===== src/rtl/alu_wb_sequencer.sv =====
// alu_wb_sequencer: Wishbone register front-end that loads 64-bit A/B operands and an
// ALU operation, holds them stable for ALU_LAT cycles after GO, then captures the ALU
// result and flags completion.
// Optional feature: define ALU_SEQ_IRQ_EN to add the level-high irq_o done interrupt.
module alu_wb_sequencer #(
  parameter logic [31:0] BASE_ADDR = 32'h3000_0000,
  parameter int unsigned ALU_LAT   = 2
) (
  input  logic        wb_clk_i,
  input  logic        wb_rst_ni,
  input  logic        wbs_stb_i,
  input  logic        wbs_cyc_i,
  input  logic        wbs_we_i,
  input  logic [3:0]  wbs_sel_i,
  input  logic [31:0] wbs_dat_i,
  input  logic [31:0] wbs_adr_i,
  output logic        wbs_ack_o,
  output logic [31:0] wbs_dat_o,
  output logic [63:0] alu_a_o,
  output logic [63:0] alu_b_o,
  output logic [3:0]  alu_op_o,
  input  logic [63:0] alu_result_i,
  output logic        busy_o
`ifdef ALU_SEQ_IRQ_EN
  ,
  output logic        irq_o
`endif
);

  typedef enum logic [1:0] {StIdle, StSettle, StCapture} state_e;

  localparam logic [2:0] IdxALo  = 3'd0;
  localparam logic [2:0] IdxAHi  = 3'd1;
  localparam logic [2:0] IdxBLo  = 3'd2;
  localparam logic [2:0] IdxBHi  = 3'd3;
  localparam logic [2:0] IdxOp   = 3'd4;
  localparam logic [2:0] IdxCtrl = 3'd5;
  localparam logic [2:0] IdxResL = 3'd6;
  localparam logic [2:0] IdxResH = 3'd7;

  state_e      state_q, state_d;
  logic [3:0]  cnt_q;
  logic [31:0] a_lo_q, a_hi_q, b_lo_q, b_hi_q;
  logic [3:0]  op_q;
  logic [63:0] res_q;
  logic        done_q, err_q;
  logic        ack_q;
  logic [31:0] dat_q;
  logic        capture;

  logic        hit, wr, rd;
  logic [2:0]  idx;
  logic        wr_operand, go, clr_done, clr_err, go_start, err_set;
  logic [31:0] rdata;

  // Byte addressing bits are implied by the 32-bit register granularity.
  logic unused_adr;
  assign unused_adr = ^wbs_adr_i[1:0];

  // Merge write data into a register honouring byte-lane selects.
  function automatic logic [31:0] merge_lanes(input logic [31:0] old_val,
                                               input logic [31:0] new_val,
                                               input logic [3:0]  sel);
    logic [31:0] r;
    for (int i = 0; i < 4; i++) begin
      r[i*8 +: 8] = sel[i] ? new_val[i*8 +: 8] : old_val[i*8 +: 8];
    end
    return r;
  endfunction

  // Bus decode and command strobes; everything commits on the edge ack rises.
  always_comb begin
    hit        = wbs_stb_i & wbs_cyc_i & (wbs_adr_i[31:5] == BASE_ADDR[31:5]) & ~ack_q;
    wr         = hit & wbs_we_i;
    rd         = hit & ~wbs_we_i;
    idx        = wbs_adr_i[4:2];
    wr_operand = wr & (idx <= IdxOp);
    go         = wr & (idx == IdxCtrl) & wbs_dat_i[0];
    clr_done   = wr & (idx == IdxCtrl) & wbs_dat_i[1];
    clr_err    = wr & (idx == IdxCtrl) & wbs_dat_i[2];
    go_start   = go & ~busy_o;
    err_set    = busy_o & (wr_operand | go);
  end

  // Read-back mux.
  always_comb begin
    rdata = '0;
    unique case (idx)
      IdxALo:  rdata = a_lo_q;
      IdxAHi:  rdata = a_hi_q;
      IdxBLo:  rdata = b_lo_q;
      IdxBHi:  rdata = b_hi_q;
      IdxOp:   rdata = {28'd0, op_q};
      IdxCtrl: rdata = {29'd0, err_q, done_q, busy_o};
      IdxResL: rdata = res_q[31:0];
      IdxResH: rdata = res_q[63:32];
      default: rdata = '0;
    endcase
  end

  // Registered single-cycle ack; read data is zero outside the ack cycle.
  always_ff @(posedge wb_clk_i) begin
    if (!wb_rst_ni) begin
      ack_q <= 1'b0;
      dat_q <= '0;
    end else begin
      ack_q <= hit;
      dat_q <= rd ? rdata : 32'd0;
    end
  end

  // Operand and op registers; frozen while a sequence is in flight.
  always_ff @(posedge wb_clk_i) begin
    if (!wb_rst_ni) begin
      a_lo_q <= '0;
      a_hi_q <= '0;
      b_lo_q <= '0;
      b_hi_q <= '0;
      op_q   <= '0;
    end else if (wr_operand && !busy_o) begin
      case (idx)
        IdxALo:  a_lo_q <= merge_lanes(a_lo_q, wbs_dat_i, wbs_sel_i);
        IdxAHi:  a_hi_q <= merge_lanes(a_hi_q, wbs_dat_i, wbs_sel_i);
        IdxBLo:  b_lo_q <= merge_lanes(b_lo_q, wbs_dat_i, wbs_sel_i);
        IdxBHi:  b_hi_q <= merge_lanes(b_hi_q, wbs_dat_i, wbs_sel_i);
        IdxOp:   if (wbs_sel_i[0]) op_q <= wbs_dat_i[3:0];
        default: ;
      endcase
    end
  end

  // FSM state register.
  always_ff @(posedge wb_clk_i) begin
    if (!wb_rst_ni) begin
      state_q <= StIdle;
    end else begin
      state_q <= state_d;
    end
  end

  // FSM next-state logic.
  always_comb begin
    state_d = state_q;
    unique case (state_q)
      StIdle:    if (go_start) state_d = StSettle;
      StSettle:  if (cnt_q == 4'd0) state_d = StCapture;
      StCapture: state_d = StIdle;
      default:   state_d = StIdle;
    endcase
  end

  // FSM outputs: busy covers SETTLE and CAPTURE, i.e. ALU_LAT+1 cycles.
  always_comb begin
    busy_o  = (state_q != StIdle);
    capture = (state_q == StCapture);
  end

  // Settle counter, loaded on GO and run down in SETTLE.
  always_ff @(posedge wb_clk_i) begin
    if (!wb_rst_ni) begin
      cnt_q <= '0;
    end else if (go_start) begin
      cnt_q <= 4'(ALU_LAT - 1);
    end else if (state_q == StSettle && cnt_q != 4'd0) begin
      cnt_q <= cnt_q - 4'd1;
    end
  end

  // Result capture at the end of the settle window.
  always_ff @(posedge wb_clk_i) begin
    if (!wb_rst_ni) begin
      res_q <= '0;
    end else if (capture) begin
      res_q <= alu_result_i;
    end
  end

  // Status flags: GO clears done, CLR_DONE only acts when idle, an error beats CLR_ERR.
  always_ff @(posedge wb_clk_i) begin
    if (!wb_rst_ni) begin
      done_q <= 1'b0;
      err_q  <= 1'b0;
    end else begin
      if (go_start) begin
        done_q <= 1'b0;
      end else if (capture) begin
        done_q <= 1'b1;
      end else if (clr_done && !busy_o) begin
        done_q <= 1'b0;
      end
      if (err_set) begin
        err_q <= 1'b1;
      end else if (clr_err) begin
        err_q <= 1'b0;
      end
    end
  end

`ifdef ALU_SEQ_IRQ_EN
  logic irq_q;

  // Level interrupt raised with done, held until CLR_DONE.
  always_ff @(posedge wb_clk_i) begin
    if (!wb_rst_ni) begin
      irq_q <= 1'b0;
    end else if (capture) begin
      irq_q <= 1'b1;
    end else if (clr_done && !busy_o) begin
      irq_q <= 1'b0;
    end
  end

  assign irq_o = irq_q;
`endif

  assign wbs_ack_o = ack_q;
  assign wbs_dat_o = dat_q;
  assign alu_a_o   = {a_hi_q, a_lo_q};
  assign alu_b_o   = {b_hi_q, b_lo_q};
  assign alu_op_o  = op_q;

endmodule


===== config.mk =====
export PLATFORM = sky130hd
export DESIGN_NAME = alu_wb_sequencer
export DESIGN_NICKNAME = d
export VERILOG_FILES = /design/src/rtl/alu_wb_sequencer.sv
export SDC_FILE = /design/constraint.sdc
export NUM_CORES = 1
export LEC_CHECK = 0
export ABC_AREA = 1
export CAP_MARGIN = 20
export CORE_MARGIN = 3
export CORE_UTILIZATION = 40
export DETAILED_ROUTE_END_ITERATION = 6
export PLACE_DENSITY = 0.73
export SLEW_MARGIN = 20
export SYNTH_ARGS = -nofsm -noshare
export SYNTH_HDL_FRONTEND = slang
export SYNTH_SLANG_ARGS = --single-unit

===== constraint.sdc =====
create_clock -name wb_clk_i -period 2.7 [get_ports wb_clk_i]
set_input_delay 0.81 -clock wb_clk_i [delete_from_list [all_inputs] [get_ports wb_clk_i]]
set_output_delay 0.81 -clock wb_clk_i [all_outputs]
set_load 0.005 [all_outputs]

==> key figures, run 1 <==
Status
  • Run status: completed

Synth
  • Most common flop cell mapped by yosys: dfxtp_1
  • Mapped Nets: 1819
  • Post-synthesis instance area: 0.0111 mm2
  • Cells taking the most area after synthesis: dfxtp_1 43%, inv_1 12%, nand2_1 12%
  • Sequential-to-total area share from yosys stat: 42.6%
  • Count of different cell masters after synthesis: 34
  • Warning count from the yosys run: 0
  • Gate Count Post-Synth: 1681
  • Top cells by count, synth: 361 x inv_1, 345 x nand2_1, 249 x nor2_1, 237 x dfxtp_1, 143 x nand3_1
  • EDFF count, synth: 0
  • FFs w/ async S/R, synth: 0%
  • Top cell type by total area after synthesis: dfxtp_1
  • Library cell with the highest instance count after synthesis: inv_1
  • Post-Synthesis Mean Instance Area: 6.63 um2
  • Synthesis-stage register bit count: 237
  • Share of the synthesized area in the top cell type: 42.6%

Routing
  • Wirelength per Cell: 16.7 um
  • Remaining antenna violation count after routing: 0
  • Routed WL: 40000 um
  • Count of unresolved DRC violations after routing: 0
  • Vias: 11600
  • Number of search-and-repair iterations in the first detailed-routing pass: 5
  • Ratio of routed vias to standard cells: 4.85
  • Violation count after the first detailed-routing iteration: 839

Setup path
  • Minimum setup slack among reg-to-reg paths: 0.79 ns
  • Data required time of the critical path: 1.89 ns
  • Depth of the worst register-to-register path: 9
  • Worst r2r dst: b_hi_q[11]$_SDFFE_PN0P_
  • Peak fanout along the critical path: 3
  • Endpoint kind of the worst setup timing path: primary output
  • Worst Path Class, Setup: reg -> out
  • Startpoint types: flop
  • Startpoint of the worst register-to-register path: state_q[1]$_SDFFE_PN0P_
  • Arrival @ worst endpoint: 1.55 ns

Clocking
  • Number of cells upsized or downsized after cts: 0
  • Clock latency of the later-clocked register in the worst-skew pair: 0.53 ns
  • Sink count of the clock tree: 237
  • Clock tree from TritonCTS: yes
  • Level count of the clock H-tree: 1
  • Clk root buf: clkbuf_16
  • Buffer depth of the longest clock path: 3
  • Cts bufs inserted: 26
  • Number of hold-repair buffers added at the cts stage: 0
  • Number of buffers inserted to repair setup after CTS: 0
  • Clock transition time at the flip-flop clock pins of the worst setup and hold paths: 0.06 ns

Global routing
  • Vias in the first global route: 11300
  • First-pass GRT wire length: 61900 um
  • Maximum number of pins on one net before global-route repair: 198
  • Total grt overflow: 0
  • Initial antenna violation count: 4
  • Combined global-route utilization of all metal layers: 25.7%

Power and ir drop
  • Post-route total power: 7.55 mW
  • Maximum vdd ir drop: 0.000344 V
  • Power density over the cells: 477 mW/mm2
  • P_leak: 6.49 nW

STA
  • Layout Skew: 0.0125 ns
  • RSZ-0062 raised after global routing: false
  • Highest Clock Rate: 424 MHz
  • Final critical-path required period: 2.36 ns
  • Worst hold slack after final layout: 0.448 ns
  • Final period util: 87.3%
  • Final setup fails: 0
  • Worst Tran Pin Value: 0.869 ns
  • Number of max-slew violations in the final report: 0
  • Final Hold Violating Endpoints: 0
  • Sum Neg Setup Slack: 0 ns
  • Max-slew headroom at the worst pin: 42.1%

Cells and area
  • Signed area change from the synthesized netlist to the final layout: 41.9%
  • Final net count: 2133
  • Total area of sequential cells: 0.00474 mm2
  • Count of fill cells added during filler insertion: 2573
  • Ratio of cells with drive above 1 in the final layout: 6.90%
  • Multi-input logic area: 0.00464 mm2

Floorplan
  • Horizontal die dimension: 173 um
  • Floorplan die area: 0.0299 mm2
  • Core Area: 0.0272 mm2
  • Initial core utilization: 41.0%
  • Number of placement rows: 60
  • Die outline height: 173 um
  • Ports placed on the boundary: 303

Hold path
  • Endpoint with the worst hold slack: res_q[62]$_SDFFE_PN0P_
  • Hold Crit Depth: 2
  • Worst min-delay path category: reg -> reg
  • Launch point of the worst hold path: res_q[62]$_SDFFE_PN0P_

Placed design
  • Final estimated routing congestion in global placement: 0.923
  • Count of buffers inserted at the top-level ports: 300
  • Detailed placement HPWL: 29100 um

Job
  • Max-capacitance violation count: 0
==> report_power, final <==
part / switching [mW] / leakage [nW] / internal, mW
combinational: 0.278 / 4.17 / 0.264
clock: 1.44 / 0.410 / 2.07
sequential: 0.000000000232 / 1.91 / 3.50
==> per-stage QoR <==
| step | utilization, % | instance area [um2] | cells | worst slack [ns] |
|---|---|---|---|---|
| 6_report | 58.2 | 15800 | 2388 | 0.342 |
| 5_1_grt | 58.2 | 15800 | 2387 | 0.227 |
| 4_1_cts | 58.2 | 15800 | 2386 | 0.328 |
| 3_5_place_dp | 55.1 | 15000 | 2339 | -0.142 |
| 3_3_place_gp | 55.1 | 15000 | 2339 | -0.106 |
| 2_1_floorplan | - | 11100 | 1681 | 0.606 |
==> per-layer routing <==
metal | global-route usage [%] | up-vias | part of all wire, %
met1 | 30.1 | 5272 | 39
met4 | 8.14 | 6 | 3.2
li1 | - | 5791 | -
met2 | 44.9 | 424 | 49
met3 | 8.04 | 83 | 9.0
met5 | 0 | - | 0.095
==> cell type report <==
type                    instances  area share (%)
flip-flops and latches        237            30.0
inverters                     368            8.73
clock buffers                  42            4.94
diodes                          2          0.0316
clock inverters                 5           0.340
well taps                     372            2.94
multi-input cells             991            29.4
repair buffers                371            23.7
==> worst max-delay path: stages (launching register included) <==
cell             delay, ns
dfxtp_1               0.38
nor2_2                0.06
inv_1                 0.06
clkdlybuf4s50_1       0.52
==> flip-flops by register name, summed over array words and instances (netlist names), 2 cells and up <==
name       flops
res_q         64
a_hi_q        32
a_lo_q        32
b_hi_q        32
b_lo_q        32
wbs_dat_o     32
alu_op_o       4
cnt_q          4
state_q        2
==> layout by cell type, fill, tap and decap left out, drive strengths merged <==
cell type and count:
clkinv 5, xor2 2, or2 1, clkdlybuf4s50 299
a22oi 12, bufinv 1, nor3 2, dfxtp 237
a41oi 6, a211oi 12, diode 2, nor2 255
o22ai 36, buf 72, a31oi 14, nand3 146
nand4 22, o221ai 7, clkbuf 42, nand2 345
o21ai 64, o2111ai 2, a221oi 2, inv 367
nor4 1, ha 1, a21oi 61
==> worst max path at each step <==
stage                             from                       to  slack (ns)  cells after the start
2_1_floorplan             wbs_adr_i[3]  a_lo_q[10]$_SDFFE_PN0P_        0.61                      7
4_1_cts        state_q[1]$_SDFFE_PN0P_                   busy_o        0.33                      3
3_5_place_dp                 wbs_stb_i  b_hi_q[11]$_SDFFE_PN0P_       -0.14                     14
3_3_place_gp                 wbs_stb_i  a_hi_q[17]$_SDFFE_PN0P_       -0.11                     15
5_1_grt                      wbs_stb_i  b_lo_q[22]$_SDFFE_PN0P_        0.23                     14
6_report       state_q[1]$_SDFFE_PN0P_                   busy_o        0.34                      3
==> logic make-up after synthesis <==
family / Yosys count / share of synthesized area (%)
fa+ha+maj: 1 / 0.112
compound gates: 216 / 11.4
flops: 237 / 42.6
buf+inv: 453 / 15.8
simple gates: 772 / 30.0
xor+xnor: 2 / 0.157
No activity file was read; power rests on OpenSTA's default activity.
==> inputs of run 2 (changes only) <==
--- a/config.mk
+++ b/config.mk
@@ -7,6 +7,7 @@
 export LEC_CHECK = 0
 export ABC_AREA = 1
 export CAP_MARGIN = 20
+export CORE_ASPECT_RATIO = 0.75
 export CORE_MARGIN = 3
 export CORE_UTILIZATION = 40
 export DETAILED_ROUTE_END_ITERATION = 6
==> run 2 against run 1 <==
Effect of this change: sequential power barely moved; global-route usage is 0.89 points lower; critical path depth is the same; critical endpoint unchanged.
==> key figures, run 2 (same netlist as run 1, synthesis figures left out) <==
Placed design
  • Count of buffers inserted at the top-level ports: 300
  • Dpl cell area: 0.0148 mm2
  • Worst slack after detailed placement: -0.0890 ns
  • Final estimated routing congestion in global placement: 0.907
  • Detailed placement HPWL: 27400 um

Cells and area
  • Ratio of cells with drive above 1 in the final layout: 6.50%
  • Count of fill cells added during filler insertion: 2519
  • Top register by number of flip-flops: res_q
  • Top library cells by usage in the layout, fill and taps aside: 361 x inv_1, 344 x nand2_1, 299 x clkdlybuf4s50_1
  • Final non-filler cell area: 0.0157 mm2
  • Final net count: 2119
  • Commonest non-fill, non-tap cell in the layout: inv_1
  • Signed area change from the synthesized netlist to the final layout: 40.7%
  • Largest register FFs: 64

STA
  • Sum Neg Setup Slack: 0 ns
  • Final setup fails: 0
  • Highest Clock Rate: 422 MHz
  • Layout Skew: 0.0123 ns
  • Final period util: 87.7%
  • RSZ-0062 raised after global routing: false
  • Final Hold Violating Endpoints: 0
  • Max-slew headroom at the worst pin: 44.9%
  • Worst Setup Slack, final: 0.333 ns
  • Final critical-path required period: 2.37 ns
  • Worst Tran Pin Value: 0.826 ns
  • Number of max-slew violations in the final report: 0
  • Worst hold slack after final layout: 0.449 ns

Setup path
  • Delay of the slowest cell on the worst path: 0.52 ns
  • Cell with the biggest individual delay on the critical path: clkdlybuf4s50_1
  • Peak fanout along the critical path: 3
  • Startpoint of the worst register-to-register path: state_q[1]$_SDFFE_PN0P_
  • Startpoint types: flop
  • Launching instance or port of the critical path: state_q[1]$_SDFFE_PN0P_
  • Stages on worst setup path: 3
  • Cell family contributing the most delay on the critical path: buffers and inverters
  • Worst Path Class, Setup: reg -> out
  • Arrival @ worst endpoint: 1.56 ns
  • Depth of the worst register-to-register path: 8
  • List of cells traversed by the critical path: nor2_2, inv_1, clkdlybuf4s50_1
  • End of the critical path: busy_o
  • Worst r2r dst: b_hi_q[11]$_SDFFE_PN0P_
  • Data required time of the critical path: 1.89 ns
  • Critical path buffer and inverter count: 2
  • Minimum setup slack among reg-to-reg paths: 0.80 ns
  • Endpoint kind of the worst setup timing path: primary output

Routing
  • Vias: 11500
  • Number of search-and-repair iterations in the first detailed-routing pass: 5
  • Top routing layer in use: met5
  • Ratio of routed vias to standard cells: 4.89
  • Remaining antenna violation count after routing: 0
  • M1 wire length: 15600 um
  • Routed WL: 38200 um
  • Violation count after the first detailed-routing iteration: 725
  • Length of routed met2 wiring: 18100 um
  • Count of unresolved DRC violations after routing: 0
  • Wirelength per Cell: 16.2 um
  • Met3 wire len: 3350 um

Power and ir drop
  • Switching power total: 1.74 mW
  • Gate power share: 7.0%
  • Internal power summed over all cells: 5.84 mW
  • Power density over the cells: 484 mW/mm2
  • Sequential share of power: 46.1%
  • Switching Share: 23.0%
  • P_leak: 6.42 nW
  • Post-route total power: 7.59 mW
  • Maximum vdd ir drop: 0.000354 V
  • Proportion of power drawn by the clock network: 46.9%

Status
  • Run status: completed

Hold path
  • Worst min-delay path category: reg -> reg
  • Launch point of the worst hold path: res_q[3]$_SDFFE_PN0P_

Clocking
  • Clk root buf: clkbuf_16
  • Sink count of the clock tree: 237
  • Buffer depth of the longest clock path: 3
  • Level count of the clock H-tree: 1
  • Clock transition time at the flip-flop clock pins of the worst setup and hold paths: 0.07 ns
  • Number of cells upsized or downsized after cts: 0
  • Clock tree from TritonCTS: yes
  • Clock latency of the later-clocked register in the worst-skew pair: 0.53 ns
  • Number of hold-repair buffers added at the cts stage: 0
  • Cts bufs inserted: 25
  • Number of buffers inserted to repair setup after CTS: 0

Global routing
  • Combined global-route utilization of all metal layers: 24.8%
  • Total grt overflow: 0
  • First-pass GRT wire length: 58500 um
  • Maximum number of pins on one net before global-route repair: 107
  • Vias in the first global route: 10800
  • Initial antenna violation count: 2

Floorplan
  • Horizontal die dimension: 199 um
  • Die outline height: 151 um
  • Ports placed on the boundary: 303
  • Core Area: 0.0272 mm2
  • Number of placement rows: 52
  • Floorplan die area: 0.0299 mm2
  • Initial core utilization: 41.0%

Job
  • Max-capacitance violation count: 0
-- run 2: cell types whose count changed in the layout (fill, tap and decap cells not counted), sizes merged --
cell	before	now
buf	72	59
clkbuf	42	37
inv	367	369
bufinv	1	2
clkinvlp	0	1
diode	2	1
-- run 2: final cells by class --
| cell class | count | area, um2 | area share (%) |
|---|---|---|---|
| clock buffers | 37 | 741 | 4.72 |
| diodes | 1 | 2.50 | 0.0160 |
| repair buffers | 358 | 3630 | 23.1 |
| inverters | 368 | 1380 | 8.81 |
| clock inverters | 9 | 105 | 0.670 |
| multi-input cells | 991 | 4640 | 29.6 |
| well taps | 351 | 439 | 2.80 |
| flip-flops and latches | 237 | 4740 | 30.2 |
-- run 2: power by group through the flow --
stage	Clock (mW)	Sequential [mW]	Combinational [mW]
5_1_grt	3.78	3.49	0.576
4_1_cts	3.63	3.50	0.530
6_report	3.56	3.50	0.533
2_1_floorplan	0	3.57	0.208
3_3_place_gp	0	3.57	0.521
3_5_place_dp	0	3.57	0.527
-- run 2: per-stage QoR --
stage / util (%) / instances
6_report: 57.7 / 2352
5_1_grt: 57.7 / 2352
2_1_floorplan: - / 1681
4_1_cts: 57.7 / 2351
3_3_place_gp: 54.6 / 2305
3_5_place_dp: 54.6 / 2305
-- run 2: how the worst min path moves through the flow --
stage	slack, ns	cells after the start	end
2_1_floorplan	0.42	2	res_q[3]$_SDFFE_PN0P_
3_3_place_gp	0.43	2	res_q[60]$_SDFFE_PN0P_
3_5_place_dp	0.44	2	res_q[3]$_SDFFE_PN0P_
4_1_cts	0.45	2	res_q[3]$_SDFFE_PN0P_
5_1_grt	0.47	2	res_q[3]$_SDFFE_PN0P_
6_report	0.45	2	res_q[3]$_SDFFE_PN0P_
-- run 2: layer usage --
metal	vias up	GRT usage, %
li1	5772	-
met1	5230	31.3
met2	428	41.8
met3	67	6.20
met4	2	7.94
met5	-	0
-- run 2: worst min-delay path, delay by kind of cell (launching register included) --
kind                   cells  cell delay [ns]
flip-flops                 1             0.31
AO/OA/AOI/OAI              1             0.05
buffers and inverters      1             0.05
==> inputs of run 3 (changes only) <==
--- a/config.mk
+++ b/config.mk
@@ -9,9 +9,10 @@
 export CAP_MARGIN = 20
 export CORE_ASPECT_RATIO = 0.75
 export CORE_MARGIN = 3
-export CORE_UTILIZATION = 40
+export CORE_UTILIZATION = 49
 export DETAILED_ROUTE_END_ITERATION = 6
-export PLACE_DENSITY = 0.73
+export GPL_TIMING_DRIVEN = 0
+export PLACE_DENSITY = 0.86
 export SLEW_MARGIN = 20
 export SYNTH_ARGS = -nofsm -noshare
 export SYNTH_HDL_FRONTEND = slang
==> run 3 against run 2 <==
Effect of this change: first-iteration DRC count grew 120%; via count rose by 7.9%; routed wire length rose by 15%; hold slack gained 0.0028 ns; sequential share of layout area is 0.63 points higher; clock-buffer cell count down 7; worst setup slack worse by 0.30 ns; die area decreased by 18%; non-clock buffer count is 25 higher; sequential cell count unchanged; clock skew grew 0.019 ns; critical path type unchanged; critical endpoint unchanged.
==> key figures, run 3 (same netlist as run 1, synthesis figures left out) <==
Global routing
  • First-pass GRT wire length: 64700 um
  • Global routing usage on met3: 6.80%
  • Combined global-route utilization of all metal layers: 33.7%
  • Total grt overflow: 0
  • Maximum number of pins on one net before global-route repair: 16
  • Most used routing layer in global routing: met2
  • Met2 Usage GRT: 53.6%
  • Vias in the first global route: 11300
  • Initial antenna violation count: 0
  • Met1 layer usage reported by global route: 45.8%

Setup path
  • End of the critical path: busy_o
  • Minimum setup slack among reg-to-reg paths: 0.62 ns
  • Endpoint kind of the worst setup timing path: primary output
  • Peak fanout along the critical path: 10
  • Worst Path Class, Setup: reg -> out
  • Launching instance or port of the critical path: state_q[1]$_SDFFE_PN0P_
  • Startpoint types: flop
  • Worst r2r dst: b_hi_q[22]$_SDFFE_PN0P_
  • Startpoint of the worst register-to-register path: wbs_ack_o$_SDFF_PN0_
  • Depth of the worst register-to-register path: 11
  • Arrival @ worst endpoint: 1.85 ns
  • Data required time of the critical path: 1.89 ns

Hold path
  • Worst min-delay path category: reg -> reg

Floorplan
  • Core Area: 0.0222 mm2
  • Horizontal die dimension: 180 um
  • Floorplan die area: 0.0246 mm2
  • Die outline height: 137 um
  • Ports placed on the boundary: 303
  • Number of placement rows: 47
  • Initial core utilization: 50.2%

Routing
  • Count of unresolved DRC violations after routing: 0
  • Ratio of routed vias to standard cells: 5.35
  • Number of search-and-repair iterations in the first detailed-routing pass: 5
  • Remaining antenna violation count after routing: 0
  • Violation count after the first detailed-routing iteration: 1593
  • Vias: 12400
  • Wirelength per Cell: 18.9 um
  • Routed WL: 43900 um

Clocking
  • Number of buffers inserted to repair setup after CTS: 0
  • Number of hold-repair buffers added at the cts stage: 0
  • Clock tree from TritonCTS: yes
  • Sink count of the clock tree: 237
  • Clock latency of the later-clocked register in the worst-skew pair: 0.54 ns
  • Level count of the clock H-tree: 1
  • Clk root buf: clkbuf_16
  • Buffer depth of the longest clock path: 3
  • Cts bufs inserted: 24
  • Clock transition time at the flip-flop clock pins of the worst setup and hold paths: 0.07 ns

Cells and area
  • Final net count: 2143
  • Top register by number of flip-flops: res_q
  • Number of diodes added for antenna fixing: 0
  • Signed area change from the synthesized netlist to the final layout: 37.8%
  • Commonest non-fill, non-tap cell in the layout: inv_1
  • Total area of sequential cells: 0.00474 mm2
  • Final non-filler cell area: 0.0154 mm2
  • Ratio of cells with drive above 1 in the final layout: 5.19%
  • Count of fill cells added during filler insertion: 1853
  • Largest register FFs: 64
  • Top library cells by usage in the layout, fill and taps aside: 361 x inv_1, 345 x nand2_1, 298 x clkdlybuf4s50_1
  • Share of the core filled with cells: 69.1%
  • Multi-input logic area: 0.00465 mm2

Job
  • Max-capacitance violation count: 0

Placed design
  • Dpl cell area: 0.0145 mm2
  • Final estimated routing congestion in global placement: 0.976
  • Detailed placement HPWL: 33200 um
  • Count of buffers inserted at the top-level ports: 298

Power and ir drop
  • Maximum vdd ir drop: 0.000592 V
  • P_leak: 6.29 nW
  • Power density over the cells: 493 mW/mm2
  • Post-route total power: 7.58 mW

STA
  • Max-slew headroom at the worst pin: 46.1%
  • Highest Clock Rate: 376 MHz
  • Final critical-path required period: 2.66 ns
  • Number of max-slew violations in the final report: 0
  • RSZ-0062 raised after global routing: false
  • Final Hold Violating Endpoints: 0
  • Final period util: 98.6%
  • Final setup fails: 0
  • Worst Tran Pin Value: 0.808 ns
  • Layout Skew: 0.0312 ns

Status
  • Run status: completed
run 3: cell count changes in the layout (fill, tap and decap cells not counted), moves of 2 or more:
| cell | before | now |
|---|---|---|
| clkinvlp_4 | 1 | 4 |
| buf_1 | 0 | 11 |
| clkbuf_1 | 5 | 43 |
| clkbuf_2 | 0 | 7 |
| buf_8 | 0 | 2 |
| buf_12 | 15 | 0 |
| clkbuf_8 | 7 | 3 |
| buf_2 | 0 | 14 |
| buf_4 | 43 | 9 |
| clkbuf_4 | 0 | 2 |
run 3: worst max-delay path, stage by stage (launching register included):
cell	delay, ns
dfxtp_1	0.34
nor2_4	0.19
buf_8	0.21
inv_1	0.08
clkdlybuf4s50_1	0.48
run 3: power breakdown:
group	internal, mW	switching [mW]
Clock	2.02	1.51
Sequential	3.49	0.000000000278
Combinational	0.236	0.321
run 3: layout make-up:
type	instances	share of cell area (%)
Sequential cell	237	30.9
Multi-Input combinational cell	991	30.3
Timing Repair Buffer	298	19.4
Inverter	368	8.99
Clock buffer	30	4.25
Buffer	85	2.66
Tap cell	294	2.39
Clock inverter	14	1.13
run 3: metrics by stage:
stage | setup WS [ns] | std cells | TNS [ns] | hold WS (ns)
finish | 0.0376 | 2317 | 0 | 0.452
global route | 0.00213 | 2317 | 0 | 0.470
CTS | 0.00356 | 2317 | 0 | 0.448
detailed placement | -0.632 | 2273 | -58.47 | 0.442
global placement | -0.621 | 2273 | -53.48 | 0.434
floorplan | 0.606 | 1681 | 0 | 0.424
run 3: timing repair:
| action | in CTS | in global routing |
|---|---|---|
| setup endpoints to repair | 25 | 37 |
| cloned | 0 | 0 |
| pin swaps | 0 | 1 |
| hold endpoints to repair | 0 | 0 |
| gates resized for setup | 8 | 15 |
run 3: worst min path at each step:
stage                                          to  depth (start not counted)  slack, ns              startpoint
after floorplan             res_q[3]$_SDFFE_PN0P_                          2       0.42   res_q[3]$_SDFFE_PN0P_
after global placement     res_q[28]$_SDFFE_PN0P_                          2       0.43  res_q[28]$_SDFFE_PN0P_
after detailed placement    res_q[7]$_SDFFE_PN0P_                          2       0.44   res_q[7]$_SDFFE_PN0P_
after CTS                 state_q[1]$_SDFFE_PN0P_                          1       0.45   cnt_q[3]$_SDFFE_PP0P_
after global routing      state_q[1]$_SDFFE_PN0P_                          1       0.47   cnt_q[3]$_SDFFE_PP0P_
final                     state_q[1]$_SDFFE_PN0P_                          1       0.45   cnt_q[3]$_SDFFE_PP0P_
run 3: per-layer routing:
metal	up-vias	routed length, um
met5	-	0
met4	0	1810
met3	126	5150
met2	811	19200
met1	5653	17700
li1	5816	-
